### src/rtl/dmem_access_ctrl.sv
// Data-memory access sequencer for the EX/MEM stage: decode, req/ack port, busywait, load alignment.
// Optional request timeout enabled by defining DMEM_TIMEOUT_EN.
module dmem_access_ctrl #(
    parameter int unsigned TIMEOUT_CYCLES = 255
) (
    input  logic        clk,
    input  logic        reset,
    input  logic [3:0]  read_write,
    input  logic [31:0] addr,
    input  logic [31:0] wdata,
    output logic        busywait,
    output logic [31:0] load_data,
    output logic        access_err,
    output logic        bus_err,
    output logic        mem_req,
    output logic        mem_we,
    output logic [31:0] mem_addr,
    output logic [3:0]  mem_be,
    output logic [31:0] mem_wdata,
    input  logic [31:0] mem_rdata,
    input  logic        mem_ack
);

    typedef enum logic [1:0] {
        IDLE = 2'd0,
        REQ  = 2'd1,
        DONE = 2'd2
    } state_t;

    state_t state, next_state;

    logic [1:0]  size;
    logic [1:0]  off;
    logic        access;
    logic        illegal;
    logic        start;
    logic        err_detect;
    logic        timeout;
    logic [3:0]  be_dec;
    logic [31:0] wdata_dec;
    logic [1:0]  off_q;
    logic [1:0]  size_q;
    logic        is_read_q;
    logic [31:0] shifted;
    logic [31:0] load_dec;

    assign size   = read_write[1:0];
    assign off    = addr[1:0];
    assign access = read_write[3] ^ read_write[2];

    always_comb begin
        illegal = 1'b0;
        if (read_write[3] && read_write[2])
            illegal = 1'b1;
        else if (size == 2'b11)
            illegal = 1'b1;
        else if (size == 2'b01 && addr[0])
            illegal = 1'b1;
        else if (size == 2'b10 && addr[1:0] != 2'b00)
            illegal = 1'b1;
    end

    always_comb begin
        be_dec    = 4'b1111;
        wdata_dec = wdata;
        case (size)
            2'b00: begin
                be_dec    = 4'b0001 << off;
                wdata_dec = {4{wdata[7:0]}};
            end
            2'b01: begin
                be_dec    = 4'b0011 << off;
                wdata_dec = {2{wdata[15:0]}};
            end
            default: ;
        endcase
    end

    always_comb begin
        shifted  = mem_rdata >> {off_q, 3'b000};
        load_dec = shifted;
        case (size_q)
            2'b00:   load_dec = {24'h0, shifted[7:0]};
            2'b01:   load_dec = {16'h0, shifted[15:0]};
            default: ;
        endcase
    end

`ifdef DMEM_TIMEOUT_EN
    localparam int unsigned CW = $clog2(TIMEOUT_CYCLES + 1);
    localparam logic [CW-1:0] TLAST = CW'(TIMEOUT_CYCLES - 1);

    logic [CW-1:0] req_cnt;

    // Counter value is the number of REQ cycles already elapsed; abort on the last allowed one.
    always_ff @(posedge clk) begin
        if (reset || state != REQ)
            req_cnt <= '0;
        else
            req_cnt <= req_cnt + 1'b1;
    end

    assign timeout = (state == REQ) && !mem_ack && (req_cnt == TLAST);
`else
    assign timeout = 1'b0;
`endif

    always_comb begin
        next_state = state;
        busywait   = 1'b0;
        mem_req    = 1'b0;
        start      = 1'b0;
        err_detect = 1'b0;
        case (state)
            IDLE: begin
                if ((read_write[3] || read_write[2]) && illegal) begin
                    err_detect = 1'b1;
                end else if (access) begin
                    start      = 1'b1;
                    busywait   = 1'b1;
                    next_state = REQ;
                end
            end
            REQ: begin
                mem_req  = 1'b1;
                busywait = 1'b1;
                if (mem_ack || timeout)
                    next_state = DONE;
            end
            DONE: next_state = IDLE;
            default: next_state = IDLE;
        endcase
        if (reset) begin
            busywait   = 1'b0;
            mem_req    = 1'b0;
            start      = 1'b0;
            err_detect = 1'b0;
        end
    end

    always_ff @(posedge clk) begin
        if (reset) begin
            state      <= IDLE;
            load_data  <= '0;
            access_err <= 1'b0;
            mem_we     <= 1'b0;
            mem_addr   <= '0;
            mem_be     <= '0;
            mem_wdata  <= '0;
            off_q      <= '0;
            size_q     <= '0;
            is_read_q  <= 1'b0;
        end else begin
            state      <= next_state;
            access_err <= err_detect;
            if (start) begin
                mem_we    <= read_write[2];
                mem_addr  <= {addr[31:2], 2'b00};
                mem_be    <= be_dec;
                mem_wdata <= wdata_dec;
                off_q     <= off;
                size_q    <= size;
                is_read_q <= read_write[3];
            end
            if (state == REQ && is_read_q) begin
                if (mem_ack)
                    load_data <= load_dec;
                else if (timeout)
                    load_data <= '0;
            end
        end
    end

`ifdef DMEM_TIMEOUT_EN
    logic bus_err_q;

    always_ff @(posedge clk) begin
        if (reset)
            bus_err_q <= 1'b0;
        else
            bus_err_q <= timeout;
    end

    assign bus_err = bus_err_q;
`else
    assign bus_err = 1'b0;
`endif

endmodule

### config.mk
export PLATFORM = sky130hd
export DESIGN_NAME = dmem_access_ctrl
export DESIGN_NICKNAME = d
export VERILOG_FILES = /design/src/rtl/dmem_access_ctrl.sv
export SDC_FILE = /design/constraint.sdc
export NUM_CORES = 1
export LEC_CHECK = 0
export BUFFER_PORTS_ARGS = -buffer_cell sky130_fd_sc_hd__buf_2
export CAP_MARGIN = 25
export CORE_MARGIN = 2
export CORE_UTILIZATION = 30
export DETAILED_ROUTE_END_ITERATION = 16
export GPL_TIMING_DRIVEN = 1
export PLACE_DENSITY_LB_ADDON = 0.1
export RECOVER_POWER = 100
export SYNTH_ARGS = -nofsm -noshare
export SYNTH_HDL_FRONTEND = slang
export SYNTH_SLANG_ARGS = --single-unit
export TNS_END_PERCENT = 5
### constraint.sdc
create_clock -name clk -period 2.22 [get_ports clk]
set_input_delay 0.111 -clock clk [delete_from_list [all_inputs] [get_ports clk]]
set_output_delay 0.111 -clock clk [all_outputs]
set_load 0.02 [all_outputs]
==> summary.txt <==
Finish
  – Final Non-Filler Cells: 953
  – Area Growth Syn to Fin: 32.9%
  – Layout cells sized above 1: 19.2%
  – Antenna diode count: 0
  – Nets: 866
  – Multi-input gate area: 2220 µm²
  – Fill cell count: 1,623
  – FF+latch area: 2140 µm²

Worst setup path
  – Worst Setup EP: mem_wdata[25]$_SDFFE_PP0P_
  – Worst r2r dst: mem_wdata[15]$_SDFFE_PP0P_
  – CP max FO: 18
  – WP data required: 2510 ps
  – Worst R2R Start: state[1]$_SDFFE_PP0P_
  – Reg2Reg Depth: 5
  – R2R setup slack: 340 ps
  – Setup Crit Path Kind: primary input to flop
  – Worst setup SP type: primary input
  – Critical path launch point: read_write[3]
  – Crit path DAT: 2330 ps
  – CP endpoint kind: flop

Synth
  – Register area share after synthesis: 46.2%
  – Ys Warns: 0
  – Post-synth EDFFs: 0
  – Gate Count Post-Synth: 551
  – Count of cell types in the netlist: 34
  – Top_reg_cell synth: dfxtp_1
  – Syn_area_per_cell: 8.41 µm²
  – Mapped cell area: 4630 µm²
  – Ys async rst share: 0%
  – Synth Register Bits: 107

Placed design
  – Gpl congestion: 0.770
  – IO Port Bufs: 204
  – # placed instances: 911
  – Post-DP HPWL: 10,300 µm

STA
  – Max_slew headroom: 22.7%
  – Setup Viol. Count Final: 0
  – Max Slew Vio Count: 0
  – Worst-Margin Slew: 1160 ps
  – Final hold vios: 0
  – RSZ-0062 raised after global routing: no
  – Clock Skews: 9.38 ps
  – Tcrit/Tclk final: 92.0%
  – Post-Route Setup TNS: 0 ps
  – Max Fclk: 489 MHz
  – Time the worst path needs with I/O delays and setup: 2040 ps

Clocking
  – H-Tree Depth: 3
  – TritonCTS buffer count: 9
  – Root buffer cell: clkbuf_16
  – TritonCTS clock tree: yes
  – Post-cts resize count: 0
  – # hold bufs at CTS: 27
  – Clock-pin slew on the worst setup and hold paths: 70 ps
  – Clock Sinks: 107
  – Worst skew pair latency: 360 ps
  – Clock buffer depth: 2
  – Post-CTS Setup Bufs: 0

Detailed routing
  – Post-DR vias/cell: 4.87
  – Initial DRC count: 232
  – First-pass DRT Iterations: 6
  – Final WL: 14,800 µm
  – Routed WL per cell: 15.6 µm
  – # DRC: 0
  – Antenna Nets Post-Route: 0
  – Vias: 4,640

Floorplan
  – Row count: 45
  – I/O pin count: 208
  – Die W: 128 µm
  – Die Footprint: 16,500 µm²
  – Chip height: 128 µm
  – Initial core utilization: 30.6%
  – Core Area: 15,100 µm²

Global route
  – Tot GR Track Use: 17.8%
  – Gr ovfl total: 0
  – Global-route wire length before repair: 23,000 µm
  – Vias in the first global route: 4,322
  – Largest net degree at the start of global routing: 84
  – Initial antenna violation count: 0

Power
  – Max IR drop VDD: 0.000448 V
  – P_leak: 2.35 nW
  – PD cells: 731 nW/µm²

Job
  – Max-cap viol count: 0

Status
  – Status: complete, no violations

Worst hold path
  – Hold path startpoint: addr[28]
  – Worst Hold Class: primary input to flop
==> Yosys cell counts (5+ instances only) <==
cell       number  area [µm²]
nor2_1         49         184
buf_4           8        60.1
a22oi_1        24         180
a311oi_1        7        61.3
a211oi_2        8         100
clkbuf_1       21        78.8
nor3_1          8        40.0
o2bb2ai_1       8        70.1
nand2_1       139         522
mux2i_1        32         320
mux2_2          8        90.1
inv_1           5        18.8
buf_2          14        70.1
o21ai_0        18        90.1
a21oi_1        64         320
o211ai_1        8        60.1
dfxtp_1       107        2140
==> critical path: stages <==
cell and delay (ps):
clkbuf_1 140, ha_1 260, a211oi_1 110, o311ai_2 950, buf_2 490, nand2_1 100
a21oi_1 150
==> report_power, final <==
part	leakage [nW]	total [W]	switching, W	internal (W)
clock	0.137	0.00156	0.000749	0.000816
combinational	1.34	0.000839	0.000533	0.000306
sequential	0.871	0.00210	0.0000703	0.00203
total	2.35	0.00450	0.00135	0.00315
==> layer usage <==
metal	global-route usage, %	routed length (µm)	up-vias
li1	-	-	2303
met1	23.5	6830	2168
met2	28.0	6750	154
met3	5.13	996	15
met4	5.88	244	0
met5	0	0	-
==> worst min path at each step <==
stage / end / slack (ps) / depth (start not counted)
floorplan: is_read_q$_SDFFE_PP0P_ / 250 / 2
global placement: mem_addr[24]$_SDFFE_PP0P_ / 350 / 3
detailed placement: mem_addr[19]$_SDFFE_PP0P_ / 360 / 3
CTS: mem_addr[28]$_SDFFE_PP0P_ / 0.4 / 3
global route: mem_addr[28]$_SDFFE_PP0P_ / 4 / 3
finish: mem_addr[28]$_SDFFE_PP0P_ / 5 / 3
==> kinds of logic after synthesis <==
group           share of synthesized area (%)
buf+inv                                  5.56
fa+ha+maj                               0.540
compound gates                           19.8
other cells                            0.0809
mux                                      8.86
flops                                    46.2
simple gates                             19.0
==> layout make-up <==
class                           count  share of cell area, %
Inverter                            5                  0.305
Clock inverter                      4                  0.426
Tap cell                          188                   3.82
Clock buffer                       11                   4.10
Timing Repair Buffer              244                   20.5
Multi-Input combinational cell    394                   36.1
Sequential cell                   107                   34.8
==> cells in the final DEF (no fill, tap or decap), types with 9 or more instances in the layout <==
master         instances
o21ai_0               18
clkbuf_16              9
clkbuf_1             102
a22oi_1               24
mux2i_1               32
nor2_1                49
nand2_1              139
dlygate4sd3_1         27
a21oi_1               64
buf_2                101
dfxtp_1              107
==> metrics by stage <==
stage | utilization, % | hold slack [ps] | worst slack (ps) | total power, W | cell area [µm²]
after floorplan | - | 247 | 524 | 0.00268 | 4640
after global placement | 38.4 | 350 | 317 | 0.00299 | 5820
after global routing | 40.7 | 4.30 | 12.1 | 0.00472 | 6160
final | 40.7 | 5.07 | 177 | 0.00450 | 6160
after detailed placement | 38.4 | 357 | 264 | 0.00301 | 5820
after CTS | 42.0 | 0.355 | 181 | 0.00461 | 6370
==> registers in the layout (all words and copies together) (netlist names) <==
register / flops
mem_wdata: 32
off_q: 2
mem_addr: 30
access_err: 1
mem_be: 4
mem_we: 1
size_q: 2
load_data: 32
is_read_q: 1
state: 2
(Power assumes the default switching activity.)
